$ cat src/rtl/range_pkg.sv
// Shared definitions for the ultrasonic ranging datapath: FSM encoding, 50 MHz timing
// defaults and the speed-of-sound constants used by the distance converter.
package range_pkg;

    typedef enum logic [2:0] {
        StIdle,
        StTrig,
        StWaitRise,
        StMeasure,
        StHoldoff
    } state_t;

    localparam int unsigned DEF_TRIG_CYCLES      = 500;
    localparam int unsigned DEF_ECHO_WAIT_CYCLES = 1_500_000;
    localparam int unsigned DEF_MAX_ECHO_CYCLES  = 1_900_000;
    localparam int unsigned DEF_PERIOD_CYCLES    = 3_000_000;
    localparam int unsigned DEF_CNT_W            = 23;

    // distance = echo_cycles * SOUND_SPEED_M_S / SOUND_DIVISOR, scaled by the converter
    localparam int unsigned SOUND_SPEED_M_S = 343;
    localparam int unsigned SOUND_DIVISOR   = 100_000;

endpackage

$ cat src/rtl/echo_sync.sv
// Two-flop synchroniser for the asynchronous echo pin plus single-cycle edge pulses.
module echo_sync (
    input  logic i_clock,
    input  logic i_reset_n,
    input  logic i_echo,
    output logic o_rise,
    output logic o_fall
);

    logic r_meta;
    logic r_sync;
    logic r_prev;

    always_ff @(posedge i_clock or negedge i_reset_n) begin
        if (!i_reset_n) begin
            r_meta <= 1'b0;
            r_sync <= 1'b0;
            r_prev <= 1'b0;
        end else begin
            r_meta <= i_echo;
            r_sync <= r_meta;
            r_prev <= r_sync;
        end
    end

    assign o_rise = r_sync & ~r_prev;
    assign o_fall = ~r_sync & r_prev;

endmodule

$ cat src/rtl/ranging_sequencer.sv
// Ultrasonic rangefinder controller: trigger pulse, echo high-time measurement with
// timeouts, minimum re-trigger period and a one-cycle result strobe.
module ranging_sequencer
    import range_pkg::*;
#(
    parameter int unsigned TRIG_CYCLES      = DEF_TRIG_CYCLES,
    parameter int unsigned ECHO_WAIT_CYCLES = DEF_ECHO_WAIT_CYCLES,
    parameter int unsigned MAX_ECHO_CYCLES  = DEF_MAX_ECHO_CYCLES,
    parameter int unsigned PERIOD_CYCLES    = DEF_PERIOD_CYCLES,
    parameter int unsigned CNT_W            = DEF_CNT_W
) (
    input  logic             clock,
    input  logic             reset_n,
    input  logic             start,
    input  logic             auto_en,
    input  logic             echo,
    output logic             trigger,
    output logic             busy,
    output logic [CNT_W-1:0] echo_cycles,
    output logic             result_valid,
    output logic             result_timeout
);

    localparam logic [CNT_W-1:0] TRIG_LAST = CNT_W'(TRIG_CYCLES - 1);
    localparam logic [CNT_W-1:0] WAIT_LAST = CNT_W'(ECHO_WAIT_CYCLES - 1);
    localparam logic [CNT_W-1:0] MAX_CNT   = CNT_W'(MAX_ECHO_CYCLES);
    localparam logic [CNT_W-1:0] CNT_ONES  = '1;
    // Leave HOLDOFF one cycle early so the IDLE->TRIG hop lands the next trigger rise
    // exactly PERIOD_CYCLES after the previous one.
    localparam logic [CNT_W-1:0] HOLD_LAST = CNT_W'(PERIOD_CYCLES - 2);

    always_comb begin
        assert (64'(MAX_ECHO_CYCLES) < (64'd1 << CNT_W) &&
                64'(ECHO_WAIT_CYCLES) < (64'd1 << CNT_W) &&
                64'(PERIOD_CYCLES) < (64'd1 << CNT_W) &&
                PERIOD_CYCLES >= 2 && TRIG_CYCLES >= 1 && ECHO_WAIT_CYCLES >= 1)
        else $error("ranging_sequencer: timing parameter out of range for CNT_W");
    end

    state_t             r_state;
    state_t             w_state_nxt;
    logic [CNT_W-1:0]   r_period;
    logic [CNT_W-1:0]   w_period_nxt;
    logic [CNT_W-1:0]   r_cnt;
    logic [CNT_W-1:0]   w_cnt_nxt;
    logic               r_trigger;
    logic               w_trigger_nxt;
    logic [CNT_W-1:0]   r_echo_cycles;
    logic [CNT_W-1:0]   w_echo_cycles_nxt;
    logic               r_timeout;
    logic               w_timeout_nxt;
    logic               r_valid;
    logic               w_valid_nxt;
    logic               w_rise;
    logic               w_fall;

    echo_sync u_echo_sync (
        .i_clock   (clock),
        .i_reset_n (reset_n),
        .i_echo    (echo),
        .o_rise    (w_rise),
        .o_fall    (w_fall)
    );

    always_ff @(posedge clock or negedge reset_n) begin
        if (!reset_n) begin
            r_state       <= StIdle;
            r_period      <= '0;
            r_cnt         <= '0;
            r_trigger     <= 1'b0;
            r_echo_cycles <= '0;
            r_timeout     <= 1'b0;
            r_valid       <= 1'b0;
        end else begin
            r_state       <= w_state_nxt;
            r_period      <= w_period_nxt;
            r_cnt         <= w_cnt_nxt;
            r_trigger     <= w_trigger_nxt;
            r_echo_cycles <= w_echo_cycles_nxt;
            r_timeout     <= w_timeout_nxt;
            r_valid       <= w_valid_nxt;
        end
    end

    // r_cnt is the wait counter in WAIT_RISE and the echo counter in MEASURE.
    always_comb begin
        w_state_nxt       = r_state;
        w_cnt_nxt         = r_cnt;
        w_echo_cycles_nxt = r_echo_cycles;
        w_timeout_nxt     = r_timeout;
        w_valid_nxt       = 1'b0;
        w_period_nxt      = (r_period == CNT_ONES) ? r_period : r_period + 1'b1;

        unique case (r_state)
            StIdle: begin
                w_period_nxt = '0;
                w_cnt_nxt    = '0;
                if (start || auto_en) begin
                    w_state_nxt = StTrig;
                end
            end
            StTrig: begin
                if (r_period >= TRIG_LAST) begin
                    w_state_nxt = StWaitRise;
                    w_cnt_nxt   = '0;
                end
            end
            StWaitRise: begin
                w_cnt_nxt = r_cnt + 1'b1;
                if (w_rise) begin
                    w_state_nxt = StMeasure;
                    w_cnt_nxt   = CNT_W'(1);
                end else if (r_cnt >= WAIT_LAST) begin
                    w_state_nxt       = StHoldoff;
                    w_echo_cycles_nxt = '0;
                    w_timeout_nxt     = 1'b1;
                    w_valid_nxt       = 1'b1;
                end
            end
            StMeasure: begin
                // A fall on the same cycle the count hits MAX is a valid result.
                if (w_fall) begin
                    w_state_nxt       = StHoldoff;
                    w_echo_cycles_nxt = r_cnt;
                    w_timeout_nxt     = 1'b0;
                    w_valid_nxt       = 1'b1;
                end else if (r_cnt >= MAX_CNT) begin
                    w_state_nxt       = StHoldoff;
                    w_echo_cycles_nxt = MAX_CNT;
                    w_timeout_nxt     = 1'b1;
                    w_valid_nxt       = 1'b1;
                end else begin
                    w_cnt_nxt = r_cnt + 1'b1;
                end
            end
            StHoldoff: begin
                if (r_period >= HOLD_LAST) begin
                    w_state_nxt = StIdle;
                end
            end
            default: begin
                w_state_nxt = StIdle;
            end
        endcase

        w_trigger_nxt = (w_state_nxt == StTrig);
    end

    assign trigger        = r_trigger;
    assign busy           = (r_state != StIdle);
    assign echo_cycles    = r_echo_cycles;
    assign result_valid   = r_valid;
    assign result_timeout = r_timeout;

endmodule
$ cat config.mk
export PLATFORM = sky130hd
export DESIGN_NAME = ranging_sequencer
export DESIGN_NICKNAME = d
export VERILOG_FILES = /design/src/rtl/range_pkg.sv /design/src/rtl/echo_sync.sv /design/src/rtl/ranging_sequencer.sv
export SDC_FILE = /design/constraint.sdc
export NUM_CORES = 1
export LEC_CHECK = 0
export ABC_AREA = 0
export ABC_CLOCK_PERIOD_IN_PS = 1830
export CORE_ASPECT_RATIO = 0.6
export CORE_MARGIN = 1.5
export CORE_UTILIZATION = 52
export DETAILED_ROUTE_END_ITERATION = 16
export GPL_ROUTABILITY_DRIVEN = 0
export HOLD_SLACK_MARGIN = 0.1
export PLACE_DENSITY = 0.75
export SLEW_MARGIN = 20
export SYNTH_ARGS = -nofsm -noshare
export SYNTH_HDL_FRONTEND = slang
export SYNTH_SLANG_ARGS = --single-unit
export TNS_END_PERCENT = 30
$ cat constraint.sdc
create_clock -name clock -period 1.83 [get_ports clock]
set_input_delay 0.366 -clock clock [delete_from_list [all_inputs] [get_ports clock]]
set_output_delay 0.366 -clock clock [all_outputs]
set_load 0.02 [all_outputs]
# [Word level (Yosys, flattened, before mapping)]
# Index checks and enable logic that the tools add are counted.
[classes] addsub=2 n_lt_le_gt_ge=4 eq_ne=13 n_mux=30 bitwise_logic=4 n_reduce_logical=7
[op_table] op="$mux 23" n=10
[op_table] op="$pmux 23 s4" n=1
[op_table] op="$add 23x1->23 const B" n=2
[op_table] op="$ge 23x21->1 const B" n=2
[op_table] op="$pmux 23 s2" n=1
[op_table] op="$eq 23x23->1 const B" n=1
[op_table] op="$ge 23x22->1 const B" n=1
[op_table] op="$ge 23x9->1 const B" n=1
[op_table] op="$mux 3" n=7
[op_table] op="$pmux 3 s5" n=1
[op_table] op="$ne 2x2->1 const B" n=5
[op_table] op="$mux 1" n=8
[op_table] op="$reduce_and 4->1" n=2
[op_table] op="$eq 3x1->1 const B" n=2
[op_table] op="$eq 3x2->1 const B" n=2
[op_table] op="$pmux 1 s2" n=2
[op_table] op="$reduce_bool 4->1" n=1
[op_table] op="$eq 3x3->1 const B" n=1
[op_table] op="$logic_not 3->1" n=1
[op_table] op="$ne 3x2->1 const B" n=1
[op_table] op="$reduce_bool 3->1" n=1
[op_table] op="$and 1x1->1" n=2
[op_table] op="$ne 2x1->1 const B" n=1
[op_table] op="$not 1->1" n=2
[op_table] op="2 further kinds" n=2
[word_totals] ff_bits=78 inputBits=5

# [Depth between registers and ports, before layout]
[logic_depth] word_depth=5 mapped_depth=9

# [Modules after synthesis]
# A second synthesis with hierarchy kept.
[unflattened] cells_unflattened=436 area_unflattened_um2=4259.1
[by_module_without_submodules] module="ranging_sequencer" instances=1 cells_per_inst=431 area_per_inst_um2=4169.0 seq_area_each_um2=1876.8
[by_module_without_submodules] module="echo_sync" instances=1 cells_per_inst=5 area_per_inst_um2=90.1 seq_area_each_um2=75.1

# [Worst setup path before layout]
# Ideal clock, no wire load.
[synth_path] kind="register to register" from="reg r_cnt[12]" to="reg r_echo_cycles[16], in the netlist echo_cycles[16]" setup_ns=0.121 arrival_ns=1.827 t_required_ns=1.709 slack_ns=-0.118 stages_incl_launch_ff=9 n_path_buf=2 synth_period_minus_slack_ns=1.948 path_cell_list="dfrtp_1 -> buf_6 -> or3_4 -> nor4b_2 -> o311ai_1 -> nand2_2 -> a31oi_4 -> buf_6 -> a22o_1"
[synth_via] elab_chain_cells=3
[synth_rtl] item="start, declared" line="ranging_sequencer.sv:44" text="logic [CNT_W-1:0] r_cnt;"
[synth_rtl] item="start signal, assigned" line="ranging_sequencer.sv:77" text="r_cnt <= w_cnt_nxt;"
[synth_rtl] item="$ge 23x21->1, on equally long branches" line="ranging_sequencer.sv:127, ranging_sequencer.sv:113"
[synth_rtl] item="$ne 3x2->1 (no source line) / $ne 2x2->1 (equally long branches)"
[synth_rtl] item="$reduce_and 4->1 (no source line) *"
[synth_rtl] item="end signal, assigned" line="ranging_sequencer.sv:79" text="r_echo_cycles <= w_echo_cycles_nxt;"
[synth_rtl] item="end, declared" line="ranging_sequencer.sv:48" text="logic [CNT_W-1:0] r_echo_cycles;"
# Every way passes the cells marked *; elsewhere a longest branch is shown, timed or not.
# A chain may end at the register's enable or synchronous reset.

# [Worst setup path in the final report]
[layout_path] from="reg r_cnt[11]" to="reg r_echo_cycles[1], in the netlist echo_cycles[1]"
# Same word-level chain as after synthesis.

==> flow_summary.ini <==
[sta]
setup_ws_ns = -0.194
fmax_mhz = 494
period_share_pct = 111
rsz0062_at_grt = yes
fin_crit_ns = 2.02
clock_skew_ns = 0.00793
hold_viol_final = 0
tightest_slew_ns = 0.398
finalSetupViolations = 48
drv_slew = 0
hold-worst-slack_ns = 0.350
slew_headroom_pct = 73.2

[setup_path]
max_stage_delay_ns = 0.42
cpLargestDelayFamily = simple AND/OR/NAND/NOR gates
critical_path.max_fanout = 22
cp-end-kind = flop
cp-start-kind = flop
worstRegToRegCells = 7
critPathRequiredTime_ns = 2.06
cp_num_buf_inv = 1
ff2ff_setup_slack_ns = -0.19
crit_type = reg2reg
critPathLaunch = r_cnt[11]$_DFFE_PN0P_
path_depth = 7
cp.arrival_ns = 2.26
critPathCapture = echo_cycles[1]$_DFFE_PN0P_
crit_slowest_cell = or3_4
r2r_start = r_cnt[11]$_DFFE_PN0P_
worst_r2r_endpoint = echo_cycles[1]$_DFFE_PN0P_
crit_chain = or3_4, nor4b_4, o311ai_2, nand2_2, a31oi_4, buf_12, a22o_1

[grt]
grt.total_usage_pct = 28.2
grt_pass1_wl_um = 17400
grt_overflow = 0
grt_max_degree = 51
grt_pass1_vias = 3361
antenna_found_initial = 0

[placed_design]
dpl_cell_area_sq_um = 4900
dp_hpwl_um = 7590
io_buffer_count = 31

[floorplan]
die_width_um = 116
die_area_sq_um = 8230
core_area_sq_um = 7360
pin_count = 32
die_h_um = 70.9
row_count = 24
initial_core_util_pct = 54.3

[route]
drt.antenna.violating_nets = 0
vias = 3865
drtIter0Drc = 415
drc = 0
routed_wl_um = 11500
firstDrtPassIters = 5
vias_per_cell = 6.10
wl_per_cell_um = 18.2

[clocking]
cts-buffers-inserted = 9
clockRootBuffer = clkbuf_16
cts_tree = done
cts_max_level = 3
cts.path.max_buffers = 2
insertion_delay_ns = 0.35
clkSinkCount = 78
path_clk_slew_ns = 0.06

[pwr]
power_density_nw_per_um2 = 661
fin_total_pwr_mw = 3.58
ir_drop_mv = 0.661
leakage_nw = 2.42

[run]
drv_cap = 0

[min_path]
holdCritStartpoint = u_echo_sync.r_meta$_DFF_PN0_
hold_class = reg2reg

[cells_and_area]
fin_area_sq_um = 5410
drive_above_1_share_pct = 25.8
layout.nets = 534
area_delta_synth_final_pct = 35.6
diodes = 0

[yosys]
syn_area_per_cell_sq_um = 9.44
synth_area_leaders = dfrtp_1, nor2_1, nand2_1
ys.flop_type = dfrtp_1
synth_edf_count = 0
synthArstFlopShare_pct = 100
ys_ff_latch = 78
ys_seq_area_share_pct = 48.9
yosys.area.top_type_share_pct = 48.9
ys.warnings.count = 0
syn_inst = 423
syn-cell-area_sq_um = 3990
synth.net_count = 432
yosysTopAreaCell = dfrtp_1
synth_cell_types = 55

[status]
status = complete, but fails checks
violations = setup timing
per-stage QoR:
step	setup TNS, ns	std cells	util [%]	worst slack [ns]
after floorplan	-0.953	423	-	-0.0690
after global placement	-1.03	609	66.6	-0.0675
after detailed placement	-3.55	609	66.6	-0.160
after CTS	-2.07	627	71.7	-0.147
after global routing	-8.83	634	73.6	-0.225
final	-5.12	634	73.6	-0.194
worst min-delay path by stage:
stage,depth (start not counted),to,slack [ns]
after detailed placement,1,trigger$_DFF_PN0_,0.32
after global routing,0,u_echo_sync.r_sync$_DFF_PN0_,0.37
after floorplan,0,echo_cycles[0]$_DFFE_PN0P_,0.07
final,0,u_echo_sync.r_sync$_DFF_PN0_,0.35
after CTS,0,u_echo_sync.r_sync$_DFF_PN0_,0.35
after global placement,1,trigger$_DFF_PN0_,0.32
cell usage in the layout, fill, tap and decap left out, types with 4 or more instances in the layout:
| cell type | n |
|---|---|
| o2bb2ai_1 | 13 |
| nor2_1 | 60 |
| nand4_1 | 13 |
| nand2b_1 | 4 |
| a22o_1 | 11 |
| o21ai_0 | 21 |
| clkdlybuf4s50_1 | 29 |
| inv_1 | 9 |
| xnor2_1 | 5 |
| nor3_1 | 5 |
| nand2_1 | 34 |
| buf_6 | 6 |
| dfrtp_1 | 76 |
| nor4_2 | 5 |
| buf_4 | 75 |
| a21oi_1 | 19 |
| nand3_1 | 15 |
| and3_1 | 7 |
| xor2_1 | 13 |
| o21ai_1 | 9 |
| clkbuf_16 | 9 |
| a31oi_1 | 12 |
metal layers:
layer / track usage [%] / wire length [um] / vias up
met2: 35.9 / 4720 / 232
met4: 10.4 / 288 / 0
met1: 45.2 / 5390 / 1845
li1: - / - / 1742
met3: 7.54 / 1140 / 46
met5: 0 / 0 / -
cell usage after synthesis, drive strengths merged, types with 10 or more instances:
| cell | number |
|---|---|
| nand3 | 17 |
| o2bb2ai | 13 |
| inv | 10 |
| xor2 | 13 |
| a22o | 11 |
| dfrtp | 78 |
| o21ai | 31 |
| nand4 | 14 |
| nor2 | 62 |
| nand2 | 35 |
| a21oi | 20 |
| buf | 13 |
| a31oi | 14 |
| clkbuf | 12 |
report_power, final:
group          total (mW)  switching, mW  internal [mW]
clock network        1.77          0.724           1.05
logic              0.0715         0.0499         0.0217
registers            1.73        0.00140           1.73
total                3.58          0.776           2.80
flip-flops by register name, indices dropped and copies added, names as in the netlist:
name,count
result_valid,1
r_state,3
echo_cycles,23
result_timeout,1
u_echo_sync.r_meta,1
r_period,23
u_echo_sync.r_sync,1
u_echo_sync.r_prev,1
trigger,1
r_cnt,23
worst register-to-register path: stages, from the launching register on:
cell and delay (ns):
dfrtp_1 0.40, or3_4 0.43, nor4b_4 0.24, o311ai_2 0.15
nand2_2 0.15, a31oi_4 0.12, buf_12 0.18, a22o_1 0.25
cell families (layout without fill, tap and decap cells):
group	after synthesis	after routing	share of synthesized area (%)
adder cells (fa/ha/maj)	4	4	1.25
XOR/XNOR	18	18	3.95
multiplexers	1	1	0.251
AO/OA/AOI/OAI	113	113	19.5
flip-flops	78	78	48.9
AND/OR/NAND/NOR	174	174	21.9
buffers and inverters	35	142	4.29
what timing repair did:
item	4_1_cts	5_1_grt
setup buffers	1	5
hold buffers	1	0
endpoints found under the setup margin	50	72
pin swaps	5	5
gates cloned	0	2
hold endpoints to repair	28	0
resized for setup	14	26
area by class of cell:
class | instances | area, sq um
Clock buffer | 10 | 229
Clock inverter | 6 | 62.6
Fill cell | 512 | 1940
Inverter | 10 | 37.5
Multi-Input combinational cell | 310 | 1990
Sequential cell | 78 | 1950
Tap cell | 104 | 130
Timing Repair Buffer | 116 | 1000
No activity file was read; power rests on OpenSTA's default activity.
